--- src/rtl/exp4_controle_jogada.sv ---
// Round controller for the memory game: sequences datapath pulses per key entry
// and reports the round result. Moore FSM with registered outputs and an ESPERA timeout.
module exp4_controle_jogada #(
   parameter int TIMEOUT_CICLOS = 5000
) (
   input  logic       clock,
   input  logic       reset,
   input  logic       iniciar,
   input  logic       jogada,
   input  logic       fimC,
   input  logic       igual,
   output logic       zeraC,
   output logic       contaC,
   output logic       zeraR,
   output logic       registraR,
   output logic       pronto,
   output logic       acertou,
   output logic       errou,
   output logic       timeout,
   output logic [3:0] db_estado
);

   localparam int TW = (TIMEOUT_CICLOS > 2) ? $clog2(TIMEOUT_CICLOS) : 1;
   localparam logic [TW-1:0] T_MAX = TW'(TIMEOUT_CICLOS - 1);

   typedef enum logic [3:0] {
      INICIAL     = 4'h0,
      PREPARACAO  = 4'h1,
      ESPERA      = 4'h2,
      REGISTRA    = 4'h4,
      COMPARACAO  = 4'h5,
      PROXIMO     = 4'h6,
      FIM_ACERTO  = 4'hA,
      FIM_TIMEOUT = 4'hD,
      FIM_ERRO    = 4'hE
   } estado_t;

   estado_t       estado_r;
   estado_t       proximo_s;
   logic [TW-1:0] timer_r;
   logic          jogada_d_r;
   logic          borda_s;
   logic [7:0]    saidas_r;

   // Output vector packed as {zeraC, contaC, zeraR, registraR, pronto, acertou, errou, timeout}
   function automatic logic [7:0] decodifica(input estado_t e);
      logic [7:0] s;
      case (e)
         PREPARACAO:  s = 8'b1010_0000;
         REGISTRA:    s = 8'b0001_0000;
         PROXIMO:     s = 8'b0100_0000;
         FIM_ACERTO:  s = 8'b0000_1100;
         FIM_ERRO:    s = 8'b0000_1010;
         FIM_TIMEOUT: s = 8'b0000_1011;
         default:     s = 8'b0000_0000;
      endcase
      return s;
   endfunction

   assign borda_s = jogada & ~jogada_d_r;

   // Next-state logic; a key edge takes priority over timer expiry
   always_comb begin
      proximo_s = INICIAL;
      case (estado_r)
         INICIAL: begin
            if (iniciar) proximo_s = PREPARACAO;
            else         proximo_s = INICIAL;
         end
         PREPARACAO: proximo_s = ESPERA;
         ESPERA: begin
            if (borda_s)               proximo_s = REGISTRA;
            else if (timer_r == T_MAX) proximo_s = FIM_TIMEOUT;
            else                       proximo_s = ESPERA;
         end
         REGISTRA: proximo_s = COMPARACAO;
         COMPARACAO: begin
            if (!igual)    proximo_s = FIM_ERRO;
            else if (fimC) proximo_s = FIM_ACERTO;
            else           proximo_s = PROXIMO;
         end
         PROXIMO: proximo_s = ESPERA;
         FIM_ACERTO, FIM_TIMEOUT, FIM_ERRO: begin
            if (iniciar) proximo_s = PREPARACAO;
            else         proximo_s = estado_r;
         end
         default: proximo_s = INICIAL;
      endcase
   end

   // State, key sampler, saturating timer and outputs decoded from the next state
   always_ff @(posedge clock or negedge reset) begin
      if (!reset) begin
         estado_r   <= INICIAL;
         timer_r    <= '0;
         jogada_d_r <= 1'b0;
         saidas_r   <= 8'h00;
      end else begin
         estado_r   <= proximo_s;
         jogada_d_r <= jogada;
         saidas_r   <= decodifica(proximo_s);
         case (estado_r)
            PREPARACAO, PROXIMO: timer_r <= '0;
            ESPERA: begin
               if (timer_r != T_MAX) timer_r <= timer_r + TW'(1);
               else                  timer_r <= timer_r;
            end
            default: timer_r <= timer_r;
         endcase
      end
   end

   assign {zeraC, contaC, zeraR, registraR, pronto, acertou, errou, timeout} = saidas_r;
   assign db_estado = estado_r;

endmodule

--- config.mk ---
export PLATFORM = sky130hd
export DESIGN_NAME = exp4_controle_jogada
export DESIGN_NICKNAME = d
export VERILOG_FILES = /design/src/rtl/exp4_controle_jogada.sv
export SDC_FILE = /design/constraint.sdc
export NUM_CORES = 1
export LEC_CHECK = 0
export CORE_MARGIN = 1
export CORE_UTILIZATION = 50
export DETAILED_ROUTE_END_ITERATION = 16
export HOLD_SLACK_MARGIN = 0.12
export MAX_ROUTING_LAYER = met4
export PLACE_DENSITY_LB_ADDON = 0.05
export SYNTH_ARGS = -nofsm -noshare
export SYNTH_HDL_FRONTEND = slang
export SYNTH_SLANG_ARGS = --single-unit
--- constraint.sdc ---
create_clock -name clock -period 3.2 [get_ports clock]
set_clock_uncertainty 0.2 [all_clocks]
set_input_delay 0.48 -clock clock [delete_from_list [all_inputs] [get_ports clock]]
set_output_delay 0.48 -clock clock [all_outputs]
set_load 0.05 [all_outputs]
Word level (Yosys, flattened, before mapping)
Cells that the tools add are included.
Storage, ports and cells
  input port bits: 6
  logic and storage cells: 39
  output and inout bits: 12
  register bits after elaboration: 26
Cells by class
  $add $sub $neg: 1
  reduce and logical (&&, ||, !) cells: 5
  muxes and demuxes: 10
  eq/ne operators: 17
  bitwise gates (word level): 2
Operators by type and width (number)
  $pmux W8 S6: 1
  $pmux W13 S2: 1
  $eq A4 B4 Y1 const B: 6
  $pmux W4 S6: 1
  $eq A4 B3 Y1 const B: 5
  $mux W4: 5
  $add A13 B1 Y13 const B: 1
  $eq A13 B13 Y1 const B: 1
  $mux W13: 1
  $ne A13 B13 Y1 const B: 1
  $eq A4 B1 Y1 const B: 2
  $eq A4 B2 Y1 const B: 1
  $logic_not A4 Y1: 1
  $reduce_or A3 Y1: 1
  $ne A2 B2 Y1 const B: 1
  $reduce_and A2 Y1: 1
  $reduce_bool A2 Y1: 1
  $reduce_or A2 Y1: 1
  $and A1 B1 Y1: 1
  $mux W1: 1
  $not A1 Y1: 1

Depth between registers and ports, before layout
Gate-level depths: netlist of the first run.
  word-level depth: 6
  mapped depth: 6
  mapped depth without buffers: 6

Worst setup path before layout of the first run
No wires, ideal clock.
  kind: register to register
  start point: register estado_r[1], in the netlist db_estado[1]
  end point: register saidas_r[2]
  clock period less this slack: 2.241 ns
  arrival time: 1.904 ns
  setup time: 0.137 ns
  path slack: 0.959 ns
  buffers on the path: 1
  stages on the path, launching flop included: 7
  data required time: 2.863 ns
  cells stage by stage: dfrtp_1 buf_2 or4b_4 nor4_4 a211oi_2 inv_1 nor3_1
On the way
  longest elaborated chain between the ends: 5
  elaborated cells between the ends (all ways): 20
  classes of those cells: 14 x eq/ne; 3 x mux; 3 x reduce/logical
RTL lines
  start, declared: line 38  | estado_t estado_r;
  start signal, assigned: line 99  | estado_r <= proximo_s;
  $eq A4 B4 Y1 (tied with other cells): line 65  | case (estado_r)
  $reduce_or A3 Y1 / $reduce_or A2 Y1 (equally long branches)
  $pmux W4 S6 *: line 65
  named net proximo_s[2]: line 39  | estado_t proximo_s;
  $eq A4 B4 Y1 (tied with other cells): line 48  | case (e)
  $pmux W8 S6 *: line 48
  end signal, assigned: line 101  | saidas_r <= decodifica(proximo_s);
  end, declared: line 43  | logic [7:0] saidas_r;
Mark *: on every way through the listed nets, which the timed path passes. The rest lies on a longest branch.
A chain may end at the register's enable or synchronous reset.

Final worst setup path of the first run
  start point: register estado_r[0], in the netlist db_estado[0]
  end point: output port db_estado[0]
RTL lines
  end, declared: line 20  | output logic [3:0] db_estado
No word-level cell between the ends.

==> flow_summary.toml, run 1 <==
[timing]
slew_violations = 0
fin_crit_ps = 2500
hold_viol = 0
worst_slack_ps = 700.2
worstMarginPinSlew_ps = 754.6
fin_crit_sh = 0.7812
max_freq_mhz = 400.0
finalSetupViolCount = 0
slew_headroom = 0.4939
tns_ps = 0
rsz0062_at_grt = "false"

[final_layout]
diodes = 0
fillCellCount = 205
area_growth_pct = 15.00
drive_gt1_frac = 0.1007
fin_nets = 157

[die]
row_count = 18
start_util = 0.5422
core_um2 = 2522
dieArea_um2 = 2948
die_h_um = 54.30
ioPinCount = 18
die_w_um = 54.30

[place]
dp_slack_ps = 906.2
io_buffers = 17
gp_congestion = 0.8575
dp_hpwl_mm = 2.060

[clock_tree]
clkSinkCount = 25
clock_path_buffers = 2
clkLatencyLatePin_ps = 320
h-tree-depth = 1
cts_buffers = 3
cts-hold-fix-buffers = 0
cts_tree = "done"
postCtsSetupRepairBufs = 0
clockRootBuffer = "clkbuf_4"
clk_pin_slew_ps = 150
cts_resized = 0

[drt]
route.vias.total = 1056
ant_nets = 0
finalWirelength_mm = 2.742
routed_via_density = 5.899
post_drt_wl_per_cell_um = 15.32
drtIter0Drc = 29
firstDrtPassIters = 4
drcViolationCount = 0

[synthesis]
synthCells = 132
syn_avg_cell_area_um2 = 10.36
synth_edf_count = 0
synthTopCellsByArea = "dfrtp_1 46%, nand3_1 3.7%, nand2_1 2.7%"
yosys_warnings = 0
postSynth.asyncResetShare = 1.000
synth-main-ff-cell = "dfrtp_1"
netlist_area_um2 = 1368
synth_top_area_frac = 0.4575
synth-seq-cells = 25
yosysSeqAreaShare = 0.4575
syn-num-nets = 139
ys_types = 44
yosys.area.top_type = "dfrtp_1"

[worst_setup_path]
path_cells = "clkdlybuf4s50_1"
cp_num_cells = 1
critPathTopFamily = "buffers and inverters"
r2r_cells = 5
worst-setup-path-type = "flop to primary output"
arrival_ps = 1820
critical_path.startpoint_type = "flop"
crit_required_ps = 2520
cp_max_fo = 12
endpoint_kind = "primary output"
slowest_stage = "clkdlybuf4s50_1"
cpPeakStageDelay_ps = 890
crit_buf_inv = 1

[global_route]
antenna_found_initial = 0
grtUsageTotal = 0.2196
grt_start_max_net_pins = 26
grt_pass1_wl_mm = 4.512
overflow = 0
grt_pass1_vias = 1006

[power_and_ir_drop]
p_leak_nw = 0.6832
power_density_nw_per_um2 = 720.8
vdd_drop_max_mv = 0.4433

[min_path]
worstHoldPathType = "input port to asynchronous set/reset pin"

[run_status]
status = "completed"

[job]
maxCapViolCount = 0
==> area by class of cell <==
type / count / area, um^2 / share of cell area
Clock buffer: 3 / 22.52 / 0.01432
Clock inverter: 1 / 7.507 / 0.004773
Inverter: 6 / 22.52 / 0.01432
Multi-Input combinational cell: 96 / 679.4 / 0.4320
Sequential cell: 25 / 625.6 / 0.3978
Tap cell: 30 / 37.54 / 0.02387
Timing Repair Buffer: 18 / 177.7 / 0.1130
==> stage by stage <==
| stage | total power (W) | instance area, um^2 | hold slack [ps] | instances | utilization |
|---|---|---|---|---|---|
| after global routing | 0.001213 | 1573 | 339.5 | 179 | 0.6235 |
| after detailed placement | 0.0009953 | 1543 | 311.1 | 175 | 0.6116 |
| after CTS | 0.001142 | 1573 | 305.6 | 179 | 0.6235 |
| after global placement | 0.0009841 | 1543 | 307.9 | 175 | 0.6116 |
| final | 0.001134 | 1573 | 302.3 | 179 | 0.6235 |
| after floorplan | 0.0008618 | 1368 | -15.59 | 132 | - |
==> logic make-up after synthesis <==
logic type                 count (synthesis)  synth area share
muxes                                      3           0.02196
DFF                                       25            0.4575
xor gates and xnor gates                   5           0.03203
and+or+nand+nor                           62            0.3056
buffers and inverters                     11           0.04575
adders and majority gates                  1          0.009148
AOI/OAI and AO/OA                         25            0.1281
==> worst paths after layout <==
check / from / to / slack (ps)
worst max register to register: timer_r[1] / timer_r[9] / 910
min in group clock: timer_r[10] / timer_r[10] / 330
max in group asynchronous: reset / timer_r[6] / 2250
worst min-delay path: reset / saidas_r[4] / 300
worst max-delay path: db_estado[0] / db_estado[0] / 700
worst min register to register: timer_r[10] / timer_r[10] / 330
==> layout by cell type (no fill, tap or decap), drive strengths merged, types with 2 or more instances in the layout <==
cell | synthesis | routed
clkbuf | 0 | 3
xor2 | 2 | 2
or3 | 5 | 5
nand2b | 2 | 2
a21oi | 7 | 7
dfrtp | 25 | 25
nand2 | 10 | 10
nor2 | 6 | 6
nor4b | 3 | 3
nand3 | 10 | 10
xnor2 | 3 | 3
nand4 | 5 | 5
nor2b | 2 | 2
nor4bb | 2 | 2
mux2i | 3 | 3
nor3 | 3 | 3
a211oi | 2 | 2
inv | 6 | 6
and3 | 2 | 2
clkdlybuf4s50 | 0 | 17
or4b | 2 | 2
a22o | 2 | 2
o21ai | 7 | 7
==> per-layer routing <==
layer / vias to the layer above / track usage / routed length, um
met5: - / - / 0
met2: 21 / 0.3740 / 1402
met4: 0 / 0.05556 / 29
met1: 506 / 0.2691 / 1215
li1: 525 / - / -
met3: 4 / 0.03611 / 94
==> where the power goes <==
group | total [W] | internal (W) | switching [W]
Combinational | 0.000527 | 0.000194 | 0.000334
Sequential | 0.000460 | 0.000366 | 0.0000942
Clock | 0.000146 | 0.0000477 | 0.0000988
Total | 0.00113 | 0.000607 | 0.000527
==> cell usage after synthesis, types with 3 or more instances <==
master	instances
nand2_1	10
nand3_1	10
o21ai_0	7
nand4_1	5
dfrtp_1	25
xnor2_1	3
nor2_1	6
inv_1	6
or3_1	5
nor3_1	3
mux2i_1	3
a21oi_1	7
==> flip-flops by register name, summed over array words and instances, names as in the netlist <==
register,count
db_estado,4
saidas_r,7
jogada_d_r,1
timer_r,13
(Power assumes the default switching activity.)
==> inputs of run 2 (changes only) <==
--- a/config.mk
+++ b/config.mk
@@ -6,7 +6,7 @@
 export NUM_CORES = 1
 export LEC_CHECK = 0
 export CORE_MARGIN = 1
-export CORE_UTILIZATION = 50
+export CORE_UTILIZATION = 48
 export DETAILED_ROUTE_END_ITERATION = 16
 export HOLD_SLACK_MARGIN = 0.12
 export MAX_ROUTING_LAYER = met4
==> constraint.sdc (replaced) <==
create_clock -name clock -period 2.1 [get_ports clock]
set_clock_uncertainty 0.2 [all_clocks]
set_input_delay 0.315 -clock clock [delete_from_list [all_inputs] [get_ports clock]]
set_output_delay 0.315 -clock clock [all_outputs]
set_load 0.05 [all_outputs]
==> run 2 against run 1 <==
Utilization is 2.0 points higher. Power up 61%. Critical endpoint is now zeraC. Cell count rose by 5.6%.
==> flow_summary.toml, run 2 (synthesis gave the netlist of run 1 again) <==
[clock_tree]
clkLatencyLatePin_ps = 310
cts_buffers = 3
h-tree-depth = 1
cts_tree = "done"
clockRootBuffer = "clkbuf_4"
clock_path_buffers = 2
clkSinkCount = 25
clk_pin_slew_ps = 140
cts-hold-fix-buffers = 0

[timing]
worstMarginPinSlew_ps = 497.8
rsz0062_at_grt = "false"
fin_crit_ps = 2008
hold_viol = 0
tns_ps = 0
max_freq_mhz = 497.9
slew_headroom = 0.6671
fin_crit_sh = 0.9564
slew_violations = 0
finalSetupViolCount = 0

[worst_setup_path]
endpoint_kind = "primary output"
path_cells = "clkdlybuf4s50_1"
cpPeakStageDelay_ps = 810
worst-setup-path-type = "flop to primary output"
critPathTopFamily = "buffers and inverters"
slowest_stage = "clkdlybuf4s50_1"
cp_max_fo = 2
crit_buf_inv = 1
critical_path.startpoint_type = "flop"
arrival_ps = 1490
crit_required_ps = 1580

[final_layout]
diodes = 0
final_cell_mix = "21 x dfrtp_1, 15 x buf_4, 13 x clkdlybuf4s50_1"
fin_util = 0.6435
layoutNonFillerInstCount = 189
fin_area_um2 = 1667
largest-register = "timer_r"
fin_nets = 167
drive_gt1_frac = 0.2264
final_common_cell = "dfrtp_1"
largest_reg_flops = 13
area_growth_pct = 21.87

[die]
die_w_um = 55.38
start_util = 0.5280
row_count = 18
dieArea_um2 = 3066
die_h_um = 55.38
core_um2 = 2590
ioPinCount = 18

[drt]
finalWirelength_mm = 2.772
route.vias.total = 1111
firstDrtPassIters = 4
post_drt_wl_per_cell_um = 14.67
drtIter0Drc = 20
ant_nets = 0
routed_via_density = 5.878
drcViolationCount = 0

[global_route]
grt_pass1_vias = 1090
antenna_found_initial = 0
grt_start_max_net_pins = 26
grtUsageTotal = 0.2039
overflow = 0
grt_pass1_wl_mm = 4.871

[power_and_ir_drop]
vdd_drop_max_mv = 0.7184
p_leak_nw = 0.7375
power_density_nw_per_um2 = 1097

[min_path]
worstHoldPathType = "input port to asynchronous set/reset pin"

[place]
io_buffers = 17
gp_congestion = 0.8684
dp_cells = 182
dp_hpwl_mm = 2.105
place_area_um2 = 1590

[run_status]
status = "completed"

[job]
maxCapViolCount = 0
## run 2: changes by cell type in the layout (fill, tap and decap cells not counted), sizes merged
| cell | previous run | this run |
|---|---|---|
| clkdlybuf4s50 | 17 | 13 |
| buf | 1 | 15 |
## run 2: timing repair
| action | in CTS | in global routing |
|---|---|---|
| setup buffers | 0 | 3 |
| resized for setup | 0 | 4 |
| setup endpoints to repair | 0 | 5 |
## run 2: area by class of cell
cell class,count,area (um^2)
Fill cell,227,923.4
Multi-Input combinational cell,96,703.2
Sequential cell,25,630.6
Timing Repair Buffer,28,242.7
Tap cell,30,37.54
Clock buffer,3,22.52
Inverter,6,22.52
Clock inverter,1,7.507
## run 2: final timing paths
path	start	endpoint	slack, ps	cells after the start
max	saidas_r[5]	zeraC	90	1
min	reset	saidas_r[4]	150	2
max reg2reg	db_estado[3]	saidas_r[0]	120	4
min reg2reg	timer_r[10]	timer_r[10]	350	1
max in group asynchronous	reset	db_estado[3]	1290	2
min in group clock	jogada	jogada_d_r	260	1
## run 2: metal layers
metal | vias up | share of wire | global-route usage
met1 | 538 | 0.43 | 0.2215
met2 | 26 | 0.52 | 0.3787
met5 | - | 0 | -
met4 | 0 | 0.015 | 0.05714
met3 | 6 | 0.032 | 0.03513
li1 | 541 | - | -
## run 2: power breakdown
part           internal [W]  switching [W]
registers          0.000564       0.000119
logic              0.000376       0.000552
clock network     0.0000726       0.000146
total               0.00101       0.000817
## run 2: through the flow
| step | hold WS, ps | power, W | setup WS (ps) |
|---|---|---|---|
| 2_1_floorplan | -180.6 | 0.001320 | 17.40 |
| 3_3_place_gp | 310.7 | 0.001575 | 57.77 |
| 3_5_place_dp | 324.1 | 0.001596 | 10.09 |
| 4_1_cts | 150.3 | 0.001821 | 18.95 |
| 5_1_grt | 158.9 | 0.001965 | 6.021 |
| 6_report | 146.3 | 0.001829 | 91.52 |
==> inputs of run 3 (changes only) <==
--- a/config.mk
+++ b/config.mk
@@ -5,8 +5,10 @@
 export SDC_FILE = /design/constraint.sdc
 export NUM_CORES = 1
 export LEC_CHECK = 0
+export CELL_PAD_IN_SITES_DETAIL_PLACEMENT = 0
+export CELL_PAD_IN_SITES_GLOBAL_PLACEMENT = 2
 export CORE_MARGIN = 1
-export CORE_UTILIZATION = 48
+export CORE_UTILIZATION = 37
 export DETAILED_ROUTE_END_ITERATION = 16
 export HOLD_SLACK_MARGIN = 0.12
 export MAX_ROUTING_LAYER = met4
==> constraint.sdc (replaced) <==
create_clock -name clock -period 2.58 [get_ports clock]
set_clock_uncertainty 0.2 [all_clocks]
set_input_delay 0.387 -clock clock [delete_from_list [all_inputs] [get_ports clock]]
set_output_delay 0.387 -clock clock [all_outputs]
set_load 0.05 [all_outputs]
==> run 3 against run 2 <==
Sequential power shrank 16%. Utilization decreased by 17 points. Hold slack better by 130 ps. Wire length grew 7.0%. Count of clock-buffer cells in the layout is the same. Cell count up 4.8%. Worst setup slack better by 140 ps. Global-route usage is 3.2 points lower. Power shrank 17%. Sequential cell count unchanged. Cell area down 2.0%.
==> flow_summary.toml, run 3 (synthesis gave the netlist of run 1 again) <==
[timing]
tns_ps = 0
finalSetupViolCount = 0
fin_crit_sh = 0.9117
max_freq_mhz = 425.2
fin_crit_ps = 2352
slew_headroom = 0.6707
slew_violations = 0
hold_ws_ps = 278.8
worstMarginPinSlew_ps = 492.4
rsz0062_at_grt = "false"
hold_viol = 0

[clock_tree]
cts_tree = "done"
clkLatencyLatePin_ps = 270
clock_path_buffers = 2
postCtsSetupRepairBufs = 0
clk_pin_slew_ps = 90
clkSinkCount = 25
clockRootBuffer = "clkbuf_8"
cts_buffers = 3
cts_resized = 0
h-tree-depth = 1
cts-hold-fix-buffers = 0

[die]
dieArea_um2 = 3943
die_h_um = 62.80
ioPinCount = 18
start_util = 0.3973
die_w_um = 62.80
core_um2 = 3442
row_count = 21

[final_layout]
area_growth_pct = 19.49
fillCellCount = 327
diodes = 0
largest_reg_flops = 13
fin_nets = 160
largest-register = "timer_r"
fin_util = 0.4747
multi_input_area_um2 = 679.4
layoutNonFillerInstCount = 198
final_cell_mix = "25 x dfrtp_1, 17 x clkdlybuf4s50_1, 10 x nand2_1, 10 x nand3_1"
drive_gt1_frac = 0.1184
ff_latch_area_um2 = 625.6
final_common_cell = "dfrtp_1"

[place]
io_buffers = 17
dp_hpwl_mm = 2.196
gp_congestion = 0.7713
dp_cells = 194

[power_and_ir_drop]
vdd_drop_max_mv = 0.3541
power_density_nw_per_um2 = 924.1
p_leak_nw = 0.7058

[worst_setup_path]
startpoint = "db_estado[0]"
crit_required_ps = 1990
cp_num_cells = 1
cpPeakStageDelay_ps = 890
reg2reg_slack_ps = 380
path_cells = "clkdlybuf4s50_1"
critical_path.startpoint_type = "flop"
r2r_start = "timer_r[0]"
worst-setup-path-type = "flop to primary output"
endpoint_kind = "primary output"
slowest_stage = "clkdlybuf4s50_1"
cp_max_fo = 12
critPathTopFamily = "buffers and inverters"
r2r_cells = 5
arrival_ps = 1770
crit_end = "db_estado[0]"
r2r_end = "saidas_r[6]"
crit_buf_inv = 1

[drt]
firstDrtPassIters = 4
routed_via_density = 5.505
post_drt_wl_per_cell_um = 14.98
drtIter0Drc = 63
ant_nets = 0
drcViolationCount = 0
finalWirelength_mm = 2.966
route.vias.total = 1090

[global_route]
grt_start_max_net_pins = 26
grt_pass1_wl_mm = 5.126
overflow = 0
antenna_found_initial = 0
grtUsageTotal = 0.1715
grt_pass1_vias = 1069

[job]
maxCapViolCount = 0

[min_path]
worstHoldPathType = "input port to asynchronous set/reset pin"

[run_status]
status = "completed"
run 3: changes by cell type in the layout (fill, tap and decap cells not counted), sizes merged:
| cell | delta |
|---|---|
| clkdlybuf4s50 | +4 |
| buf | -11 |
run 3: per-stage QoR:
stage	total power [W]	setup WS (ps)	instance area (um^2)
finish	0.001510	227.9	1634
CTS	0.001524	215.3	1634
global placement	0.001276	462.5	1585
floorplan	0.001069	339.0	1368
detailed placement	0.001282	434.1	1585
global route	0.001608	135.6	1634
run 3: cell type report:
type,instances,area share
multi-input cells,96,0.4158
flip-flops and latches,25,0.3828
repair buffers,21,0.1225
well taps,46,0.03522
clock buffers,3,0.02527
inverters,6,0.01378
clock inverters,1,0.004594
run 3: worst reg2reg max path, cell delays in order, from the launching register on:
cell      delay [ps]
dfrtp_1          450
ha_1             300
nor4bb_1         390
nand3_1          180
a221oi_1         450
nor3_1           100
run 3: how the worst min path moves through the flow:
stage               slack, ps           end
floorplan                -110  db_estado[0]
global placement          310   timer_r[10]
detailed placement        320   timer_r[10]
CTS                       300   saidas_r[4]
global route              320   saidas_r[4]
finish                    280   saidas_r[4]
run 3: routing by layer:
layer  vias to the layer above  routed length, um  GRT usage
met2                        24               1448     0.2853
met4                         0                 21    0.05523
met5                         -                  0          -
met1                       534               1398     0.2123
li1                        530                  -          -
met3                         2                 97    0.02737
run 3: power breakdown:
group	switching (W)	internal, W
combinational	0.000425	0.000272
clock	0.000132	0.000109
sequential	0.000119	0.000454
total	0.000675	0.000835
